### config.mk
export PLATFORM = sky130hd
export DESIGN_NAME = uart_tx_engine
export DESIGN_NICKNAME = d
export VERILOG_FILES = /design/src/rtl/uart_tx_engine.sv
export SDC_FILE = /design/constraint.sdc
export NUM_CORES = 1
export LEC_CHECK = 0
export ABC_AREA = 0
export CAP_MARGIN = 10
export CORE_MARGIN = 5
export CORE_UTILIZATION = 57
export DETAILED_ROUTE_END_ITERATION = 10
export PLACE_DENSITY_LB_ADDON = 0.25
export SLEW_MARGIN = 10
export SYNTH_ARGS = -nofsm -noshare
export SYNTH_HDL_FRONTEND = slang
export SYNTH_SLANG_ARGS = --single-unit
### constraint.sdc
create_clock -name clk -period 3.92 [get_ports clk]
set_input_delay 0.784 -clock clk [delete_from_list [all_inputs] [get_ports clk]]
set_output_delay 0.784 -clock clk [all_outputs]
set_load 0.05 [all_outputs]
### src/rtl/uart_tx_engine.sv
// UART transmit serialiser: start, LSB-first data, optional parity (UART_TX_PARITY_EN), stop.
// Latency: start bit on tx the cycle after load; tx_done pulses one cycle after the stop bit; load is ignored while busy.
module uart_tx_engine #(
    parameter int DIV_W = 19
) (
    input  logic             clk,
    input  logic             rst_s,
    input  logic [DIV_W-1:0] baud_k,
    input  logic             load,
    input  logic [7:0]       data_in,
    input  logic             eight,
    input  logic             pen,
    input  logic             ohel,
    output logic             tx,
    output logic             busy,
    output logic             tx_done
);

    typedef enum logic [2:0] {
        IDLE  = 3'd0,
        START = 3'd1,
        DATA  = 3'd2,
`ifdef UART_TX_PARITY_EN
        PAR   = 3'd3,
`endif
        STOP  = 3'd4
    } state_t;

    state_t           state_q, state_d;
    logic [DIV_W-1:0] cnt_q, cnt_d;
    logic [DIV_W-1:0] k_q, k_d;
    logic [2:0]       bit_q, bit_d;
    logic [7:0]       data_q, data_d;
    logic             eight_q, eight_d;
    logic             tx_q, tx_d;
    logic             busy_q, busy_d;
    logic             done_q, done_d;

    logic [DIV_W-1:0] k_clamped;
    logic [2:0]       last_bit;
    logic [2:0]       bit_nxt;
    logic             bit_tick;

`ifdef UART_TX_PARITY_EN
    logic pen_q, pen_d;
    logic ohel_q, ohel_d;
    logic par_bit;
    // Bit 7 is excluded from parity in 7-bit mode even though it was latched.
    assign par_bit = (^(data_q & {eight_q, 7'h7F})) ^ ohel_q;
`else
    logic unused_cfg;
    assign unused_cfg = pen ^ ohel;
`endif

    assign k_clamped = (baud_k < DIV_W'(2)) ? DIV_W'(2) : baud_k;
    assign last_bit  = eight_q ? 3'd7 : 3'd6;
    assign bit_nxt   = bit_q + 3'd1;
    assign bit_tick  = (cnt_q == '0);

    always_comb begin
        state_d = state_q;
        cnt_d   = cnt_q;
        k_d     = k_q;
        bit_d   = bit_q;
        data_d  = data_q;
        eight_d = eight_q;
        tx_d    = tx_q;
        busy_d  = busy_q;
        done_d  = 1'b0;
`ifdef UART_TX_PARITY_EN
        pen_d   = pen_q;
        ohel_d  = ohel_q;
`endif

        if (state_q != IDLE && !bit_tick) begin
            cnt_d = cnt_q - DIV_W'(1);
        end

        case (state_q)
            IDLE: begin
                tx_d = 1'b1;
                if (load) begin
                    data_d  = data_in;
                    k_d     = k_clamped;
                    eight_d = eight;
`ifdef UART_TX_PARITY_EN
                    pen_d   = pen;
                    ohel_d  = ohel;
`endif
                    cnt_d   = k_clamped - DIV_W'(1);
                    tx_d    = 1'b0;
                    busy_d  = 1'b1;
                    state_d = START;
                end
            end
            START: begin
                if (bit_tick) begin
                    cnt_d   = k_q - DIV_W'(1);
                    bit_d   = 3'd0;
                    tx_d    = data_q[0];
                    state_d = DATA;
                end
            end
            DATA: begin
                if (bit_tick) begin
                    cnt_d = k_q - DIV_W'(1);
                    if (bit_q == last_bit) begin
                        tx_d    = 1'b1;
                        state_d = STOP;
`ifdef UART_TX_PARITY_EN
                        if (pen_q) begin
                            tx_d    = par_bit;
                            state_d = PAR;
                        end
`endif
                    end else begin
                        bit_d = bit_nxt;
                        tx_d  = data_q[bit_nxt];
                    end
                end
            end
`ifdef UART_TX_PARITY_EN
            PAR: begin
                if (bit_tick) begin
                    cnt_d   = k_q - DIV_W'(1);
                    tx_d    = 1'b1;
                    state_d = STOP;
                end
            end
`endif
            STOP: begin
                if (bit_tick) begin
                    cnt_d   = '0;
                    tx_d    = 1'b1;
                    busy_d  = 1'b0;
                    done_d  = 1'b1;
                    state_d = IDLE;
                end
            end
            default: begin
                tx_d    = 1'b1;
                busy_d  = 1'b0;
                cnt_d   = '0;
                state_d = IDLE;
            end
        endcase
    end

    always_ff @(posedge clk) begin
        if (rst_s) begin
            state_q <= IDLE;
            cnt_q   <= '0;
            k_q     <= '0;
            bit_q   <= 3'd0;
            data_q  <= 8'h00;
            eight_q <= 1'b0;
            tx_q    <= 1'b1;
            busy_q  <= 1'b0;
            done_q  <= 1'b0;
`ifdef UART_TX_PARITY_EN
            pen_q   <= 1'b0;
            ohel_q  <= 1'b0;
`endif
        end else begin
            state_q <= state_d;
            cnt_q   <= cnt_d;
            k_q     <= k_d;
            bit_q   <= bit_d;
            data_q  <= data_d;
            eight_q <= eight_d;
            tx_q    <= tx_d;
            busy_q  <= busy_d;
            done_q  <= done_d;
`ifdef UART_TX_PARITY_EN
            pen_q   <= pen_d;
            ohel_q  <= ohel_d;
`endif
        end
    end

    assign tx      = tx_q;
    assign busy    = busy_q;
    assign tx_done = done_q;

endmodule

==> out/qor.yml, run 1 <==
ir_worst_vdd_uv: 284
hold_depth: 2
arrival_ns: 3.70
syn-instance-count: 434
synth_edf_count: 0
ctsHtreeMaxLevel: 2
wl_per_cell_um: 16.8
drive_gt1_share_pct: 10.7
ant_nets: 0
numCtsBuffers: 5
fin_crit_sh_pct: 89.4
tritoncts: "yes"
setup_viol: 0
synth_area_leaders: "dfxtp_1, xor2_1, nand2_1"
syn_area_per_cell_um2: 8.10
drv_slew: 0
postSynthRegisterBits: 56
min_period_ns: 3.50
critPathMaxFanout: 7
clk_latency_ns: 0.32
tns_ns: 0
rsz0062_at_grt: "false"
die_x_um: 88.5
grt_pass1_vias: 3078
slew_headroom_pct: 54.7
clockPowerShare_pct: 21.4
hp-start: "data_q[7]"
hold_path_class: "flip-flop to flip-flop"
cts_max_path_buffers: 2
cts_resized: 0
timing.hold.ws_ns: 0.457
ys.flop_type: "dfxtp_1"
p_seq_share_pct: 44.0
r2r-start: "k_q[0]"
gp_congestion: 0.896
power_switching_uw: 567
die_h_um: 88.5
die-area_mm2: 0.00784
worstSetupPathType: "input pin to flip-flop"
max_freq_ghz: 0.285
ios: 36
viasPerCell: 6.26
grt_max_degree: 38
cap_violations: 0
async_flop_share_pct: 0
antenna_found_initial: 0
ys_seq_area_share_pct: 31.9
cp_data_required_time_ns: 4.12
start_kind: "input pin"
post_cts_buffers: 0
synthToLayoutAreaGrowth_pct: 15.2
fin_worst_skew_ns: 0.0132
yosysWarnings: 0
grt_pass1_wl_mm: 15.0
worst_hold_path.endpoint: "data_q[7]"
synthDistinctLibCells: 68
combPwrFrac_pct: 34.6
powerDensity_mw_per_mm2: 386
postCtsHoldBufs: 0
grt_overflow: 0
end_kind: "flip-flop"
reg2reg_setup_slack_ns: 1.32
dp_hpwl_mm: 6.75
dr.pass1.iters: 5
diodes: 0
slowest_stage: "or4_1"
setup_ws_ns: 0.416
finalNetCount: 503
r2r_cells: 8
port_buffers: 33
drc: 0
drtIter0Drc: 347
p_leak_uw: 0.00148
cts.clk_slew.worst_paths_ns: 0.10
worst_slew_pin_slew_ns: 0.680
row_count: 28
p_sw_share_pct: 36.3
pre_cts_ws_ns: 0.106
vias: 3391
track_usage_pct: 24.4
root_buffer: "clkbuf_8"
timing_hold_violations_final: 0
cp_slowest_stage_delay_ns: 0.56
nFillCells: 512
synth_fp_nets: 471
synth_top_area_share_pct: 31.9
synth_area_mm2: 0.00351
status: "finished, final reports clean"
worstPathCellList: "clkdlybuf4s50_1, or4_1, nor2_1, nand3_1, o21ai_1, ha_1, nand3b_1, nor3_1, xor2_1, a22oi_1, a21oi_2"
start_util_pct: 59.0
finalWirelength_mm: 9.09
reg2reg_to: "cnt_q[18]"
yosys.area.top_type: "dfxtp_1"
design.core.area_mm2: 0.00596
final_util_pct: 68.0
clock-sinks: 56
intPower_uw: 994
-- worst max-delay path, delay by kind of cell --
family	cells	cell delay (ns)
XOR/XNOR	1	0.10
adder cells (fa/ha/maj)	1	0.23
buffers and inverters	1	0.48
AO/OA/AOI/OAI	3	0.63
AND/OR/NAND/NOR	5	1.47
-- worst max path at each step --
stage | start | end | slack [ns] | cells past startpoint
CTS | baud_k[17] | cnt_q[10] | 0.43 | 11
finish | baud_k[4] | cnt_q[18] | 0.42 | 11
floorplan | baud_k[17] | cnt_q[10] | 0.74 | 10
detailed placement | baud_k[17] | cnt_q[12] | 0.11 | 11
global route | baud_k[17] | cnt_q[10] | 0.20 | 11
global placement | baud_k[17] | cnt_q[12] | 0.12 | 11
-- through the flow --
stage	instance area [um2]	std cells	power [uW]
final	4050	542	1560
after global routing	4050	542	1660
after CTS	4050	542	1560
after detailed placement	3960	534	1230
after global placement	3960	534	1210
after floorplan	3510	434	1080
-- kinds of logic (layout without fill, tap and decap cells) --
family                     Yosys count  in the layout  synth area share, %
DFF                                 56             56                 31.9
buffers and inverters               28             61                 3.28
adders and majority gates            4              4                 1.42
xor gates and xnor gates            43             43                 10.7
muxes                                5              5                 2.24
AOI/OAI and AO/OA                  105            105                 21.3
and+or+nand+nor                    193            193                 29.2
-- power by group through the flow --
stage	Sequential (uW)	Clock [uW]	Combinational (uW)
final	687	334	541
after global routing	694	366	596
after CTS	685	339	536
after detailed placement	698	0	531
after global placement	695	0	517
after floorplan	692	0	387
-- state kept, by name, summed over array words and instances, names as in the netlist --
register / cells
bit_q: 3
busy: 1
cnt_q: 19
data_q: 8
eight_q: 1
k_q: 19
state_q: 3
tx: 1
tx_done: 1
-- Yosys cell counts (2+ instances only) --
cell type  count
a2111oi_0      3
a211oi_1       4
a21o_1         2
a21oi_1       38
a21oi_2        2
a222oi_1       5
a22oi_1        9
a31oi_1        3
and2_1         2
and3_1         4
buf_1          4
buf_2          5
clkbuf_1      13
dfxtp_1       56
ha_1           4
inv_1          5
mux2_2         2
mux4_2         2
nand2_1       69
nand2b_1       6
nand3_1        8
nand4_1        2
nor2_1        38
nor2b_1        2
nor3_1        17
nor3_2         3
nor3b_1        3
nor4_1         9
nor4_4         3
o21ai_0        5
o21ai_1        3
o21bai_1       3
o22ai_1        5
o22ai_2        2
o31a_1         2
o31ai_1        3
or2_2          2
or3_1          7
or4_1          5
or4_4          5
xnor2_1       13
xor2_1        30
-- cells in the final DEF (no fill, tap or decap), types with 6 or more instances in the layout --
| cell | Yosys | routed |
|---|---|---|
| a22oi_1 | 9 | 9 |
| nand2_1 | 69 | 69 |
| nand2b_1 | 6 | 6 |
| clkdlybuf4s50_1 | 0 | 33 |
| nand3_1 | 8 | 8 |
| buf_4 | 1 | 15 |
| xnor2_1 | 13 | 13 |
| or3_1 | 7 | 7 |
| nor3_1 | 17 | 17 |
| xor2_1 | 30 | 30 |
| nor4_1 | 9 | 9 |
| a21oi_1 | 38 | 38 |
| nor2_1 | 38 | 38 |
| clkbuf_8 | 0 | 6 |
| dfxtp_1 | 56 | 56 |
-- area by class of cell --
class                      instances  area [um2]  share of cell area [%]
multi-input combinational        350        2280                    56.3
tap                               75        93.8                    2.32
clock buffer                       7        86.3                    2.13
sequential                        56        1120                    27.7
timing repair buffer              48         443                    10.9
clock inverter                     1        7.51                   0.185
inverter                           5        18.8                   0.464
-- routing by layer --
| layer | up-vias | share of wire [%] | wire, um | GRT usage, % |
|---|---|---|---|---|
| li1 | 1648 | - | - | - |
| met5 | - | 0 | 0 | 0 |
| met1 | 1609 | 45 | 4120 | 34.8 |
| met4 | 0 | 1.1 | 96 | 6.04 |
| met2 | 125 | 46 | 4210 | 39.0 |
| met3 | 9 | 7.3 | 663 | 3.72 |
No activity file was read; power rests on OpenSTA's default activity.
==> run 2, diff against run 1 <==
GPL_ROUTABILITY_DRIVEN = 0   (was default)
SLEW_MARGIN = 20   (was 10)
clock period = 3.9 ns   (was 3.92 ns; I/O delays follow)
==> out/qor.yml, run 2 (synthesized netlist as in run 1, its figures left out) <==
row_count: 28  # unchanged
wl_per_cell_um: 17.2  # +2.5%
timing_hold_violations_final: 0  # unchanged
drtIter0Drc: 303  # -13%
clk_latency_ns: 0.31  # about the same
grt_pass1_wl_mm: 15.8  # +5.1%
dp_hpwl_mm: 7.13  # +5.5%
finalNetCount: 507  # +0.80%
grt_pass1_vias: 3346  # +8.7%
end_kind: "flip-flop"
max_freq_ghz: 0.291
synthToLayoutAreaGrowth_pct: 15.8
die_x_um: 88.5  # unchanged
diodes: 0  # unchanged
final_common_cell: "nand2_1"
worst_slew_pin_slew_ns: 0.660  # -0.0194 ns
viasPerCell: 6.31  # +0.85%
track_usage_pct: 25.4  # +0.97 points
worstSetupPathType: "input pin to flip-flop"
vias: 3445  # +1.6%
tns_ns: 0  # unchanged
grt_max_degree: 39  # +2.6%
post_cts_buffers: 0  # unchanged
port_buffers: 33  # unchanged
fin_crit_sh_pct: 88.1
design.core.area_mm2: 0.00596  # unchanged
final_cell_mix: "nand2_1, dfxtp_1, nor2_1, a21oi_1, clkdlybuf4s50_1"
ir_worst_vdd_uv: 248  # -13%
start_util_pct: 59.0  # unchanged
cap_violations: 0  # unchanged
critPathMaxFanout: 6  # -1
drv_slew: 0  # unchanged
root_buffer: "clkbuf_8"
clock-sinks: 56  # unchanged
cp_data_required_time_ns: 4.09  # -0.03 ns
nFillCells: 507  # -0.98%
grt_overflow: 0  # unchanged
slew_headroom_pct: 54.8  # +0.15 points
ios: 36  # unchanged
timing.hold.ws_ns: 0.469  # +0.0117 ns
drive_gt1_share_pct: 11.3  # +0.55 points
dr.pass1.iters: 5  # unchanged
top_regs: "cnt_q (19), k_q (19), data_q (8)"
die_h_um: 88.5  # unchanged
die-area_mm2: 0.00784  # unchanged
cts_max_path_buffers: 2  # unchanged
fin_worst_skew_ns: 0.0194  # +0.00629 ns
rsz0062_at_grt: "false"
numCtsBuffers: 5  # unchanged
finalWirelength_mm: 9.38  # +3.3%
finalPower_uw: 1560  # -0.15%
tritoncts: "yes"
start_kind: "input pin"
ant_nets: 0  # unchanged
min_period_ns: 3.44
ctsHtreeMaxLevel: 2  # unchanged
arrival_ns: 3.63  # -0.07 ns
drc: 0  # unchanged
hold_path_class: "flip-flop to flip-flop"
cts_resized: 0  # unchanged
status: "finished, final reports clean"
powerDensity_mw_per_mm2: 383  # -0.67%
p_leak_uw: 0.00150  # +1.1%
postCtsHoldBufs: 0  # unchanged
antenna_found_initial: 0  # unchanged
setup_viol: 0  # unchanged
cts.clk_slew.worst_paths_ns: 0.10  # about the same
## run 2: path summary, 6_finish.rpt
check             start         to  slack, ns  depth (start not counted)
max          baud_k[17]  cnt_q[12]       0.46                         11
min reg2reg   data_q[3]  data_q[3]       0.47                          2
min           data_q[3]  data_q[3]       0.47                          2
max reg2reg      k_q[0]  cnt_q[18]       1.25                          8
## run 2: through the flow
step                      cell area (um2)  worst slack (ns)  cells  utilization (%)
after detailed placement             3990             0.157    538             66.9
after CTS                            4070             0.462    546             68.3
after global placement               3990             0.187    538             66.9
after global routing                 4070             0.206    546             68.3
after floorplan                      3510             0.729    434                -
final                                4070             0.463    546             68.3
## run 2: layout make-up
cell class / count / area (um2) / area share [%]
repair buffers: 52 / 473 / 11.6
flip-flops and latches: 56 / 1120 / 27.5
clock inverters: 1 / 8.76 / 0.215
multi-input cells: 350 / 2280 / 56.0
well taps: 75 / 93.8 / 2.31
clock buffers: 7 / 76.3 / 1.88
inverters: 5 / 18.8 / 0.461
## run 2: worst max-delay path: stages
cell	delay, ns
clkdlybuf4s50_1	0.47
or4_1	0.58
nor3_2	0.16
nand3_1	0.16
o21ai_1	0.23
ha_1	0.23
nand3b_1	0.22
nor3_1	0.25
xor2_1	0.13
a222oi_1	0.35
nor2_1	0.07
## run 2: metal layers
| metal | share of wire [%] | global-route usage (%) | wire length (um) | vias up |
|---|---|---|---|---|
| met4 | 2.5 | 7.83 | 231 | 0 |
| met3 | 7.3 | 3.26 | 686 | 27 |
| met1 | 44 | 35.2 | 4150 | 1598 |
| met2 | 46 | 41.3 | 4310 | 166 |
| li1 | - | - | - | 1654 |
| met5 | 0 | 0 | 0 | - |
## run 2: power by group
part | internal [uW] | leakage, uW | total, uW | switching (uW)
Sequential | 626 | 0.000460 | 691 | 65.5
Combinational | 230 | 0.000998 | 552 | 322
Clock | 129 | 0.0000424 | 315 | 186
Total | 985 | 0.00150 | 1560 | 574
==> run 3, diff against run 2 <==
PLACE_DENSITY_LB_ADDON = 0.2   (was 0.25)
SKIP_CTS_REPAIR_TIMING = 1   (was default)
==> out/qor.yml, run 3 (synthesized netlist as in run 1, its figures left out) <==
drv_slew: 0  # unchanged
start_util_pct: 59.0  # unchanged
tns_ns: 0  # unchanged
die_x_um: 88.5  # unchanged
track_usage_pct: 24.6  # -0.80 points
critPathMaxFanout: 7  # +1
r2r_cells: 8  # unchanged
hold_depth: 2  # unchanged
grt_pass1_wl_mm: 15.3  # -2.7%
grt_overflow: 0  # unchanged
viasPerCell: 6.25  # -1.0%
numCtsBuffers: 5  # unchanged
fin_worst_skew_ns: 0.00932  # -0.0101 ns
start_kind: "input pin"
setup_viol: 0  # unchanged
worst_slew_pin_slew_ns: 0.678  # +0.0180 ns
root_buffer: "clkbuf_8"
end_kind: "flip-flop"
slew_headroom_pct: 53.6  # -1.2 points
final_cells: 542  # -0.73%
ctsHtreeMaxLevel: 2  # unchanged
min_period_ns: 3.56  # +0.119 ns
cp_data_required_time_ns: 4.09  # about the same
cts_max_path_buffers: 2  # unchanged
timing_hold_violations_final: 0  # unchanged
ir_worst_vdd_uv: 223  # -10%
drive_gt1_share_pct: 10.9  # -0.33 points
top_regs: "cnt_q (19), k_q (19), data_q (8)"
drc: 0  # unchanged
powerDensity_mw_per_mm2: 390  # +1.9%
arrival_ns: 3.75  # +0.12 ns
die-area_mm2: 0.00784  # unchanged
tritoncts: "yes"
stdcell_area_mm2: 0.00406  # -0.28%
worstSetupPathType: "input pin to flip-flop"
rsz0062_at_grt: "false"
clock-sinks: 56  # unchanged
max_freq_ghz: 0.281  # -3.4%
clk_latency_ns: 0.31  # about the same
drtIter0Drc: 376  # +24%
dp_hpwl_mm: 6.79  # -4.7%
grt_max_degree: 43  # +10%
diodes: 0  # unchanged
ios: 36  # unchanged
die_h_um: 88.5  # unchanged
port_buffers: 33  # unchanged
vias: 3385  # -1.7%
hold_path_class: "flip-flop to flip-flop"
wl_per_cell_um: 17.0  # -1.2%
row_count: 28  # unchanged
finalNetCount: 504  # -0.59%
p_leak_uw: 0.00149  # -0.35%
design.core.area_mm2: 0.00596  # unchanged
final_common_cell: "nand2_1"
cap_violations: 0  # unchanged
cts.clk_slew.worst_paths_ns: 0.10  # about the same
dr.pass1.iters: 6  # +1
grt_pass1_vias: 3211  # -4.0%
fin_crit_sh_pct: 91.2  # +3.1 points
final_cell_mix: "nand2_1, dfxtp_1, nor2_1, a21oi_1, clkdlybuf4s50_1"
status: "finished, final reports clean"
ant_nets: 0  # unchanged
antenna_found_initial: 0  # unchanged
dpl_cell_area_mm2: 0.00396  # -0.57%
synthToLayoutAreaGrowth_pct: 15.5
finalWirelength_mm: 9.21  # -1.9%
placedCellCount: 535  # -0.56%
[run 3: worst paths after layout]
kind	from	end	slack [ns]
worst min register to register	data_q[7]	data_q[7]	0.46
worst max-delay path	baud_k[17]	cnt_q[10]	0.34
worst min-delay path	data_q[7]	data_q[7]	0.46
worst max register to register	cnt_q[0]	cnt_q[17]	1.39
[run 3: worst max-delay path: stages]
cell	delay [ns]
clkdlybuf4s50_1	0.46
or4_1	0.58
nor3_2	0.17
nand3_1	0.18
o21ai_1	0.23
ha_1	0.23
nand3b_1	0.27
nor3_1	0.29
xor2_1	0.11
a222oi_1	0.35
nor2_1	0.09
[run 3: cell type report]
class	instances	area (um2)
clock buffer	7	96.3
inverter	5	18.8
timing repair buffer	49	450
sequential	56	1120
multi-input combinational	350	2280
fill	512	1900
tap	75	93.8
[run 3: per-stage QoR]
| step | power, uW | hold slack (ns) | setup slack [ns] | utilization (%) |
|---|---|---|---|---|
| 2_1_floorplan | 1090 | 0.433 | 0.729 | - |
| 3_3_place_gp | 1220 | 0.441 | 0.135 | 66.5 |
| 3_5_place_dp | 1240 | 0.449 | 0.0833 | 66.5 |
| 4_1_cts | 1580 | 0.462 | 0.394 | 68.2 |
| 5_1_grt | 1670 | 0.501 | 0.116 | 68.2 |
| 6_report | 1580 | 0.463 | 0.343 | 68.2 |
[run 3: report_power, final]
group | total, uW | switching (uW) | leakage, uW | internal (uW)
sequential | 692 | 66.4 | 0.000460 | 626
combinational | 547 | 320 | 0.000985 | 227
clock | 344 | 185 | 0.0000503 | 159
total | 1580 | 571 | 0.00149 | 1010
[run 3: per-layer routing]
layer	global-route usage [%]	vias up	wire length (um)	share of wire [%]
li1	-	1648	-	-
met1	35.0	1578	4260	46
met2	38.8	141	4150	45
met3	2.89	18	616	6.7
met4	8.24	0	179	1.9
met5	0	-	0	0
